### config.mk
export PLATFORM = sky130hd
export DESIGN_NAME = alu_exec_unit
export DESIGN_NICKNAME = d
export VERILOG_FILES = /design/src/rtl/alu_pkg.sv /design/src/rtl/alu_comb.sv /design/src/rtl/alu_exec_unit.sv
export SDC_FILE = /design/constraint.sdc
export NUM_CORES = 1
export LEC_CHECK = 0
export CORE_ASPECT_RATIO = 0.8
export CORE_UTILIZATION = 35
export CTS_BUF_LIST = sky130_fd_sc_hd__clkbuf_4 sky130_fd_sc_hd__clkbuf_8 sky130_fd_sc_hd__clkbuf_16
export DETAILED_ROUTE_END_ITERATION = 10
export GPL_ROUTABILITY_DRIVEN = 0
export PLACE_DENSITY_LB_ADDON = 0.3
export SLEW_MARGIN = 15
export SYNTH_ARGS = -nofsm -noshare
export SYNTH_HDL_FRONTEND = slang
export SYNTH_HIERARCHICAL = 1
export SYNTH_SLANG_ARGS = --single-unit
### constraint.sdc
create_clock -name clk -period 5.1 [get_ports clk]
set_input_delay 1.02 -clock clk [delete_from_list [all_inputs] [get_ports clk]]
set_output_delay 1.02 -clock clk [all_outputs]
set_load 0.02 [all_outputs]
### src/rtl/alu_pkg.sv
`default_nettype none
// ============================================================================
// Module : alu_pkg
// Brief  : Shared datapath width, operation/state encodings and shift helpers.
// Rev    : 1.0 - initial release
// ============================================================================
package alu_pkg;

   localparam int DATA_W = 32;

   typedef enum logic [3:0] {
      OP_AND  = 4'b0000,
      OP_OR   = 4'b0001,
      OP_ADD  = 4'b0010,
      OP_JAL  = 4'b0011,
      OP_SLT  = 4'b0100,
      OP_XOR  = 4'b0101,
      OP_SUB  = 4'b0110,
      OP_JALR = 4'b0111,
      OP_BEQ  = 4'b1000,
      OP_BNE  = 4'b1001,
      OP_BLT  = 4'b1010,
      OP_BGE  = 4'b1011,
      OP_RSVD = 4'b1100,
      OP_SLL  = 4'b1101,
      OP_SRL  = 4'b1110,
      OP_SRA  = 4'b1111
   } op_e;

   typedef enum logic [1:0] {
      ST_IDLE  = 2'd0,
      ST_SHIFT = 2'd1,
      ST_DONE  = 2'd2
   } state_e;

   function automatic logic is_shift(input op_e op);
      return (op == OP_SLL) || (op == OP_SRL) || (op == OP_SRA);
   endfunction

   // One bit of shift per call; SRA keeps replicating the sign bit.
   function automatic logic [DATA_W-1:0] shift_step(input op_e op, input logic [DATA_W-1:0] v);
      case (op)
         OP_SLL:  return {v[DATA_W-2:0], 1'b0};
         OP_SRL:  return {1'b0, v[DATA_W-1:1]};
         default: return {v[DATA_W-1], v[DATA_W-1:1]};
      endcase
   endfunction

endpackage
`default_nettype wire

### src/rtl/alu_comb.sv
`default_nettype none
// ============================================================================
// Module : alu_comb
// Brief  : Single-cycle ALU operations and branch/jump condition.
// Rev    : 1.0 - initial release
// ============================================================================
module alu_comb
   import alu_pkg::*;
(
   input  op_e               i_op,
   input  logic [DATA_W-1:0] i_a,
   input  logic [DATA_W-1:0] i_b,
   output logic [DATA_W-1:0] o_result,
   output logic              o_taken
);

   logic [DATA_W-1:0] w_sum;
   logic [DATA_W-1:0] w_diff;
   logic              w_lt;
   logic              w_eq;

   assign w_sum  = i_a + i_b;
   assign w_diff = i_a - i_b;
   assign w_lt   = $signed(i_a) < $signed(i_b);
   assign w_eq   = (i_a == i_b);

   // Shift ops are resolved by the sequential shifter, so they yield zero here.
   always_comb begin
      o_result = '0;
      o_taken  = 1'b0;
      case (i_op)
         OP_AND:  o_result = i_a & i_b;
         OP_OR:   o_result = i_a | i_b;
         OP_ADD:  o_result = w_sum;
         OP_JAL:  o_taken  = 1'b1;
         OP_SLT:  o_result = {{(DATA_W-1){1'b0}}, w_lt};
         OP_XOR:  o_result = i_a ^ i_b;
         OP_SUB:  o_result = w_diff;
         OP_JALR: begin
            o_result = w_sum & ~{{(DATA_W-1){1'b0}}, 1'b1};
            o_taken  = 1'b1;
         end
         OP_BEQ:  o_taken  = w_eq;
         OP_BNE:  o_taken  = ~w_eq;
         OP_BLT:  o_taken  = w_lt;
         OP_BGE:  o_taken  = ~w_lt;
         default: ;
      endcase
   end

endmodule
`default_nettype wire

### src/rtl/alu_exec_unit.sv
`default_nettype none
// ============================================================================
// Module : alu_exec_unit
// Brief  : Handshaked ALU with multi-cycle bit-serial shifter and held result.
// Rev    : 1.0 - initial release
// ============================================================================
module alu_exec_unit
   import alu_pkg::*;
#(
   parameter int DATA_W = alu_pkg::DATA_W
) (
   input  logic              clk,
   input  logic              rst_n,
   input  logic              flush,
   input  logic              in_valid,
   output logic              in_ready,
   input  logic [3:0]        Operation,
   input  logic [DATA_W-1:0] SrcA,
   input  logic [DATA_W-1:0] SrcB,
   output logic              out_valid,
   input  logic              out_ready,
   output logic [DATA_W-1:0] ALUResult,
   output logic              Taken
);

   state_e            r_state;
   op_e               r_op;
   logic [DATA_W-1:0] r_a;
   logic [4:0]        r_cnt;
   logic [DATA_W-1:0] r_result;
   logic              r_taken;

   op_e               w_op;
   logic [4:0]        w_shamt;
   logic              w_accept;
   logic [DATA_W-1:0] w_comb_result;
   logic              w_comb_taken;
   logic [DATA_W-1:0] w_step;

   assign w_op     = op_e'(Operation);
   assign w_shamt  = SrcB[4:0];
   assign w_accept = in_valid && in_ready && !flush;
   assign w_step   = shift_step(r_op, r_a);

   alu_comb u_alu_comb (
      .i_op     (w_op),
      .i_a      (SrcA),
      .i_b      (SrcB),
      .o_result (w_comb_result),
      .o_taken  (w_comb_taken)
   );

   // Handshake outputs are gated by rst_n so nothing is offered while in reset.
   assign in_ready  = rst_n && (r_state == ST_IDLE);
   assign out_valid = rst_n && (r_state == ST_DONE);
   assign ALUResult = r_result;
   assign Taken     = r_taken;

   always_ff @(posedge clk) begin
      if (!rst_n) begin
         r_state  <= ST_IDLE;
         r_op     <= OP_AND;
         r_a      <= '0;
         r_cnt    <= '0;
         r_result <= '0;
         r_taken  <= 1'b0;
      end else if (flush) begin
         r_state <= ST_IDLE;
      end else begin
         case (r_state)
            ST_IDLE: begin
               if (w_accept) begin
                  r_op  <= w_op;
                  r_a   <= SrcA;
                  r_cnt <= w_shamt;
                  if (is_shift(w_op) && (w_shamt != 5'd0)) begin
                     r_state <= ST_SHIFT;
                  end else begin
                     r_state  <= ST_DONE;
                     r_result <= is_shift(w_op) ? SrcA : w_comb_result;
                     r_taken  <= w_comb_taken;
                  end
               end
            end
            ST_SHIFT: begin
               r_a   <= w_step;
               r_cnt <= r_cnt - 5'd1;
               // Last step writes the result directly so DONE follows after exactly k cycles.
               if (r_cnt == 5'd1) begin
                  r_state  <= ST_DONE;
                  r_result <= w_step;
                  r_taken  <= 1'b0;
               end
            end
            ST_DONE: begin
               if (out_ready) r_state <= ST_IDLE;
            end
            default: r_state <= ST_IDLE;
         endcase
      end
   end

endmodule
`default_nettype wire

# --- Yosys cells after proc, flatten, opt, wreduce, memory -nomap -nowiden ---
# Cells that the tools add are included.
totals:
  ram_bits: 0
  memories: 0
  regBits: 76
  romBits: 0
  latch_bits: 0
  word_cells: 80
classes:
  muxes: 21
  multipliers: 0
  reduce_logical: 18
  bitwise: 7
  addsub: 3
  div_mod_pow: 0
  shift: 0
  n_eq_ne: 24
  magnitude_cmp: 1
op_table:
  columns: ["op", "count"]
  rows:
  - ["case mux 32 bit (7 select lines)", 1]
  - ["case mux 32 bit (2 select lines)", 3]
  - ["two-way mux 32 bit", 5]
  - ["== test 4 bit, second input constant", 9]
  - ["adder 32 bit", 1]
  - ["AND 32 bit", 1]
  - ["== test 32 bit", 1]
  - ["< comparator 32 bit", 1]
  - ["OR 32 bit", 1]
  - ["subtractor 32 bit", 1]
  - ["bitwise XOR 32 bit", 1]
  - ["== test 4 x 3 -> 1 bit, second input constant", 4]
  - ["case mux 5 bit (2 select lines)", 1]
  - ["AND reduction 3 bit", 3]
  - ["== test 4 x 2 -> 1 bit, second input constant", 2]
  - ["two-way mux 2 bit", 4]
  - ["!= test 2 bit, second input constant", 4]
  - ["case mux 2 bit (3 select lines)", 1]
  - ["== test 5 x 1 -> 1 bit, second input constant", 1]
  - ["logical AND 1 bit", 5]
  - ["two-way mux 5 bit", 1]
  - ["case mux 1 bit (5 select lines)", 1]
  - ["AND reduction 5 bit", 1]
  - ["nonzero test 5 bit", 1]
  - ["other kinds (13)", 20]

# --- Depth between registers and ports, before layout ---
depth:
  word_depth: 7
  depth_mapped: 16
  mapped_depth_nobuf: 16

# --- Modules after synthesis ---
# The synthesis kept the hierarchy.
by_module_without_submodules:
  columns: ["module", "cells_each", "seq_area_each_um2", "area_each_um2", "n_inst"]
  rows:
  - ["alu_comb", 784, 0.0, 5180.0, 1]
  - ["alu_exec_unit", 563, 1521.5, 4214.0, 1]

# --- Worst setup path after synthesis ---
# OpenSTA, ideal clock, no wires.
synth_path:
  kind: "in2reg"
  startpoint: "in SrcA[5]"
  endpoint: "reg r_result[13] (netlist: ALUResult[13])"
  t_arrival_ps: 3786
  setup_slack_ps: 1244
  stages: 12
  t_required_ps: 5030
  path_cell_list: "inv_1 ha_1 or4_4 or3_4 o22ai_2 o31a_4 a311o_1 mux2_2 o22ai_1 nor3_1 a2111o_1 a21boi_1"
synth_between:
  elab_chain_len: 6
  word_cells_on_any_way: 7
  cone_classes: "2 x add/sub; 5 x mux"
synth_lines:
  columns: ["element", "line", "text"]
  rows:
  - ["start: declaration", "alu_exec_unit.sv:18", "input logic [DATA_W-1:0] SrcA,"]
  - ["adder 32 bit or subtractor 32 bit (tied branches)", "alu_comb.sv:22, alu_comb.sv:23", null]
  - ["case mux 32 bit (7 select lines) (*)", "alu_comb.sv:31", "case (i_op)"]
  - ["via w_comb_result[13]", "alu_exec_unit.sv:36", "logic [DATA_W-1:0] w_comb_result;"]
  - ["two-way mux 32 bit (*)", "alu_exec_unit.sv:80", "r_result <= is_shift(w_op) ? SrcA : w_comb_result;"]
  - ["two-way mux 32 bit (*)", "alu_exec_unit.sv:76", "if (is_shift(w_op) && (w_shamt != 5'd0)) begin"]
  - ["two-way mux 32 bit (*)", "alu_exec_unit.sv:72", "if (w_accept) begin"]
  - ["case mux 32 bit (2 select lines) (*)", "alu_exec_unit.sv:70", "case (r_state)"]
  - ["end signal: assignment", "alu_exec_unit.sv:80", null]
  - ["end signal: assignment", "alu_exec_unit.sv:91", "r_result <= w_step;"]
  - ["end: declaration", "alu_exec_unit.sv:30", "logic [DATA_W-1:0] r_result;"]
# The timed path passes the listed nets; every way through them passes the cells marked *. The select of a mux whose other input is x is not followed.
# A chain may end at the register's enable or synchronous reset.

# --- Final worst setup path ---
layout_path:
  startpoint: "in SrcB[0]"
  endpoint: "reg r_result[28] (netlist: ALUResult[28])"
layout_between:
  elab_chain_len: 6
  word_cells_on_any_way: 11
  cone_classes: "2 x add/sub; 1 x eq/ne; 5 x mux; 3 x reduce/logical"
layout_lines:
  columns: ["element", "line", "text"]
  rows:
  - ["start: declaration", "alu_exec_unit.sv:19", "input logic [DATA_W-1:0] SrcB,"]
  - ["adder 32 bit or subtractor 32 bit (tied branches)", "alu_comb.sv:22, alu_comb.sv:23", null]
  - ["case mux 32 bit (7 select lines) (*)", "alu_comb.sv:31", null]
  - ["via w_comb_result[28]", "alu_exec_unit.sv:36", null]
  - ["two-way mux 32 bit (*)", "alu_exec_unit.sv:80", null]
  - ["two-way mux 32 bit (*)", "alu_exec_unit.sv:76", null]
  - ["two-way mux 32 bit (*)", "alu_exec_unit.sv:72", null]
  - ["case mux 32 bit (2 select lines) (*)", "alu_exec_unit.sv:70", null]
# Marks and branches as above.

==> metrics.md <==
| Metric | Value |
|---|---|
| Number of diodes added for antenna fixing | `0` |
| Start-to-end type of the worst setup path | `in2reg` |
| Buffers from clock root to sink, at most | `2` |
| Hold Buf Count CTS | `0` |
| Result of the run | `completed` |
| Critical path startpoint | `SrcB[0]` |
| Area taken by multi-input logic gates | `7160 um2` |
| Post-DR wirelength/cell | `18.5 um` |
| Post-synthesis sequential element count | `76` |
| Critical path's top delay family | `compound AO/OA/AOI/OAI gates` |
| Switching share of power | `0.370` |
| # clock sinks | `76` |
| Unrepaired setup endpoints after global routing | `false` |
| Number of H-tree levels | `3` |
| Clock share of power | `0.306` |
| Worst vdd ir | `0.171 mV` |
| Instance count on the critical path | `17` |
| DP HPWL | `24.8 mm` |
| Initial antenna violation count | `0` |
| Ordered list of cells on the worst path | `clkdlybuf4s50_1 > ha_1 > inv_1 > fa_1 > nor2b_1 > o211ai_1 > a21oi_1 > o311a_1 > o21ai_0 > o21a_1 > a221oi_1 > nand2_1 > a221o_1 > nand2_1 > nand3_1 > nand3b_1 > a21boi_0` |
| Critical Path Fanout Max | `4` |
| Combined buffer and inverter count along the critical path | `2` |
| Power per unit of standard cell area | `194 nW/um2` |
| Leakage power of the design | `4.55 nW` |
| # rows | `53` |
| Setup Fix Bufs, Post-CTS | `0` |
| Reg2Reg Setup Slack | `1.83 ns` |
| Vias in the first global route | `9552` |
| Fmax | `0.211 GHz` |
| Post-synth net total | `1521` |
| Capture instance of the worst register-to-register path | `ALUResult[16]$_SDFFE_PN0P_` |
| Total power after layout | `2.18 mW` |
| Total length of routed wires | `33.0 mm` |
| Worst R2R Start | `r_state[1]$_SDFFE_PP0P_` |
| Number of buffers created by CTS | `9` |
| Post-synth top area share | `0.162` |
| Most repeated cell in the gate-level netlist after synthesis | `nand2_1` |
| Avg Inst Size Synth | `6.97 um2` |
| Post-synth top cells | `222 x nand2_1, 99 x ha_1, 92 x inv_1, 87 x nor2_1, 80 x a21oi_1` |
| Worst EP arrival | `4.95 ns` |
| Via density per instance | `5.81` |
| Gate count of the mapped netlist | `1347` |
| Number of different library cells in the post-synthesis netlist | `93` |
| Setup Total Neg Slack | `0 ns` |
| Flip-flop cell with the highest count after synthesis | `dfxtp_1` |
| Worst Skew | `0.00799 ns` |
| Overall die height | `149 um` |
| Largest cells by area after synthesis | `dfxtp_1 16%, ha_1 13%, nand2_1 8.9%` |
| Initial Utilization | `0.357` |
| Number of input and output port buffers inserted | `107` |
| Area Overhead vs Synth | `20.0%` |
| Number of flops mapped to enable cells by yosys | `0` |
| Clock transition at the register clock pins on the worst setup and hold paths after CTS | `0.06 ns` |
| Top cell type by total area after synthesis | `dfxtp_1` |
| Min cycle time layout | `4.73 ns` |
| Initial detailed-routing violation count | `1171` |
| Final critical-path share of the clock period | `0.928` |
| Net Sw Power | `807 uW` |
| GRT overflow | `0` |
| Standard cell with the maximum stage delay on the critical path | `clkdlybuf4s50_1` |
| Number of nets with antenna violations after detailed routing | `0` |
| Number of ports placed on the die boundary | `108` |
| Number of cells traversed by the worst register-to-register path | `5` |
| Width of the die | `185 um` |
| Core outline area | `26300 um2` |
| First-pass GRT wire length | `52.0 mm` |
| Count of endpoints failing hold in the final timing report | `0` |
| Classification of the worst-slack hold path | `reg2reg` |
| DRC | `0` |
| Vias | `10395` |
| Internal Dissipation | `1.37 mW` |
| Resize count post-CTS | `0` |
| Pin slew with the least headroom to its limit | `1.11 ns` |
| Most frequent CP cell | `nand2_1` |
| Required @ worst endpoint | `5.32 ns` |
| Max_cap viols | `0` |
| Die Outline Area | `27500 um2` |
| Clock Latency Late Sink | `0.34 ns` |
| Total Nets Final | `1602` |
| Count of filler cells inserted in the layout | `2716` |
| Critical path startpoint category | `input port` |
| Footprint of the flip-flops and latches | `1520 um2` |
| Share of async-settable or async-resettable flops after synthesis | `0` |
| Total track usage | `0.239` |
| Syn Std Cell Area | `9390 um2` |
| Fraction of the yosys area taken by sequential cells | `0.162` |
| Capturing element of the worst setup path | `ALUResult[28]$_SDFFE_PN0P_` |
| Flop pwr share | `0.291` |
| Critical path capture point type | `flop` |
| Maximum number of pins on one net before global-route repair | `64` |
| Combinational share of power | `0.403` |
| Relative slew slack | `0.262` |
| Initial DRT Pass Iterations | `8` |
| Largest incremental delay on the critical path | `0.58 ns` |
| Final setup fails | `0` |
| CTS tree | `built` |
| Synth warn | `6` |
| CTS root buffer | `clkbuf_16` |
| Fraction of final layout cells with drive strength greater than 1 | `0.0789` |
| Final-report max-slew violation count | `0` |
-- metrics by stage --
stage,std cells,utilization,instance area (um2),setup WS (ns),hold WS (ns)
finish,1790,0.428,11300,0.368,0.454
global placement,1774,0.416,11000,0.195,0.447
global route,1790,0.428,11300,0.0786,0.465
CTS,1790,0.428,11300,0.490,0.456
detailed placement,1774,0.416,11000,0.160,0.447
floorplan,1347,-,9390,1.24,0.444
-- worst min path at each step --
stage / end / cells past startpoint / from / slack [ns]
after floorplan: r_a[9]$_SDFFE_PN0P_ / 2 / r_a[9]$_SDFFE_PN0P_ / 0.44
after global placement: ALUResult[10]$_SDFFE_PN0P_ / 2 / ALUResult[10]$_SDFFE_PN0P_ / 0.45
after detailed placement: ALUResult[6]$_SDFFE_PN0P_ / 2 / ALUResult[6]$_SDFFE_PN0P_ / 0.45
after CTS: ALUResult[6]$_SDFFE_PN0P_ / 2 / ALUResult[6]$_SDFFE_PN0P_ / 0.46
after global routing: ALUResult[6]$_SDFFE_PN0P_ / 2 / ALUResult[6]$_SDFFE_PN0P_ / 0.47
final: ALUResult[6]$_SDFFE_PN0P_ / 2 / ALUResult[6]$_SDFFE_PN0P_ / 0.45
-- registers in the layout, summed over array words and instances, names as in the netlist --
name / count
ALUResult: 32
r_cnt: 5
r_state: 2
r_a: 32
Taken: 1
r_op: 4
-- worst reg2reg max path, stage by stage, from the launching register on --
cell	delay (ns)
dfxtp_1	0.58
nand2b_1	0.91
a31o_2	0.28
nand3_4	0.60
a2111o_1	0.70
a21boi_1	0.14
-- logic make-up (layout without fill, tap and decap cells) --
| logic type | Yosys count | in the layout | synth area share |
|---|---|---|---|
| DFF | 76 | 76 | 0.162 |
| adders and majority gates | 101 | 101 | 0.136 |
| xor gates and xnor gates | 5 | 5 | 0.00466 |
| muxes | 13 | 13 | 0.0147 |
| buffers and inverters | 183 | 269 | 0.0770 |
| AOI/OAI and AO/OA | 429 | 429 | 0.332 |
| and+or+nand+nor | 540 | 540 | 0.273 |
-- placed cells by master, fill, tap and decap left out, drive strengths merged, types with 5 or more instances in the layout --
cell type      Yosys  routed
a21o              11      11
a31oi             10      10
and3              23      23
o31ai             10      10
a22oi              5       5
nor2b             25      25
buf               13      54
nor3              44      44
o22ai             16      16
a221oi            13      13
o41ai              6       6
nand2            222     222
nand3             49      49
nand3b            15      15
o21bai            17      17
a21boi            64      64
a211oi            10      10
a2111o            17      17
mux2i             10      10
a211o              9       9
o21ai             69      69
clkbuf            77      10
nor4              10      10
ha                99      99
or2                7       7
nand2b            12      12
clkdlybuf4s50      0     106
and2               6       6
nor2              88      88
or3               20      20
o211ai            36      36
o221ai            10      10
a21oi             83      83
inv               92      94
dfxtp             76      76
o21a               5       5
-- power by group through the flow --
| stage | combinational (mW) | clock, mW | sequential (mW) |
|---|---|---|---|
| 2_1_floorplan | 0.550 | 0 | 0.654 |
| 3_3_place_gp | 0.850 | 0 | 0.647 |
| 3_5_place_dp | 0.856 | 0 | 0.648 |
| 4_1_cts | 0.862 | 0.680 | 0.635 |
| 5_1_grt | 0.955 | 0.707 | 0.638 |
| 6_report | 0.878 | 0.668 | 0.635 |
-- cell type report --
type / instances / area share
Clock buffer: 10 / 0.0212
Clock inverter: 6 / 0.00633
Inverter: 93 / 0.0310
Multi-Input combinational cell: 1088 / 0.636
Sequential cell: 76 / 0.135
Tap cell: 357 / 0.0396
Timing Repair Buffer: 160 / 0.131
-- metal layers --
| metal | track usage | vias up | wire, um |
|---|---|---|---|
| met2 | 0.371 | 473 | 14400 |
| met4 | 0.0793 | 0 | 976 |
| met1 | 0.338 | 4842 | 15100 |
| li1 | - | 5019 | - |
| met3 | 0.0338 | 61 | 2560 |
| met5 | 0 | - | 0 |
Power figures use the tool's default switching activity.
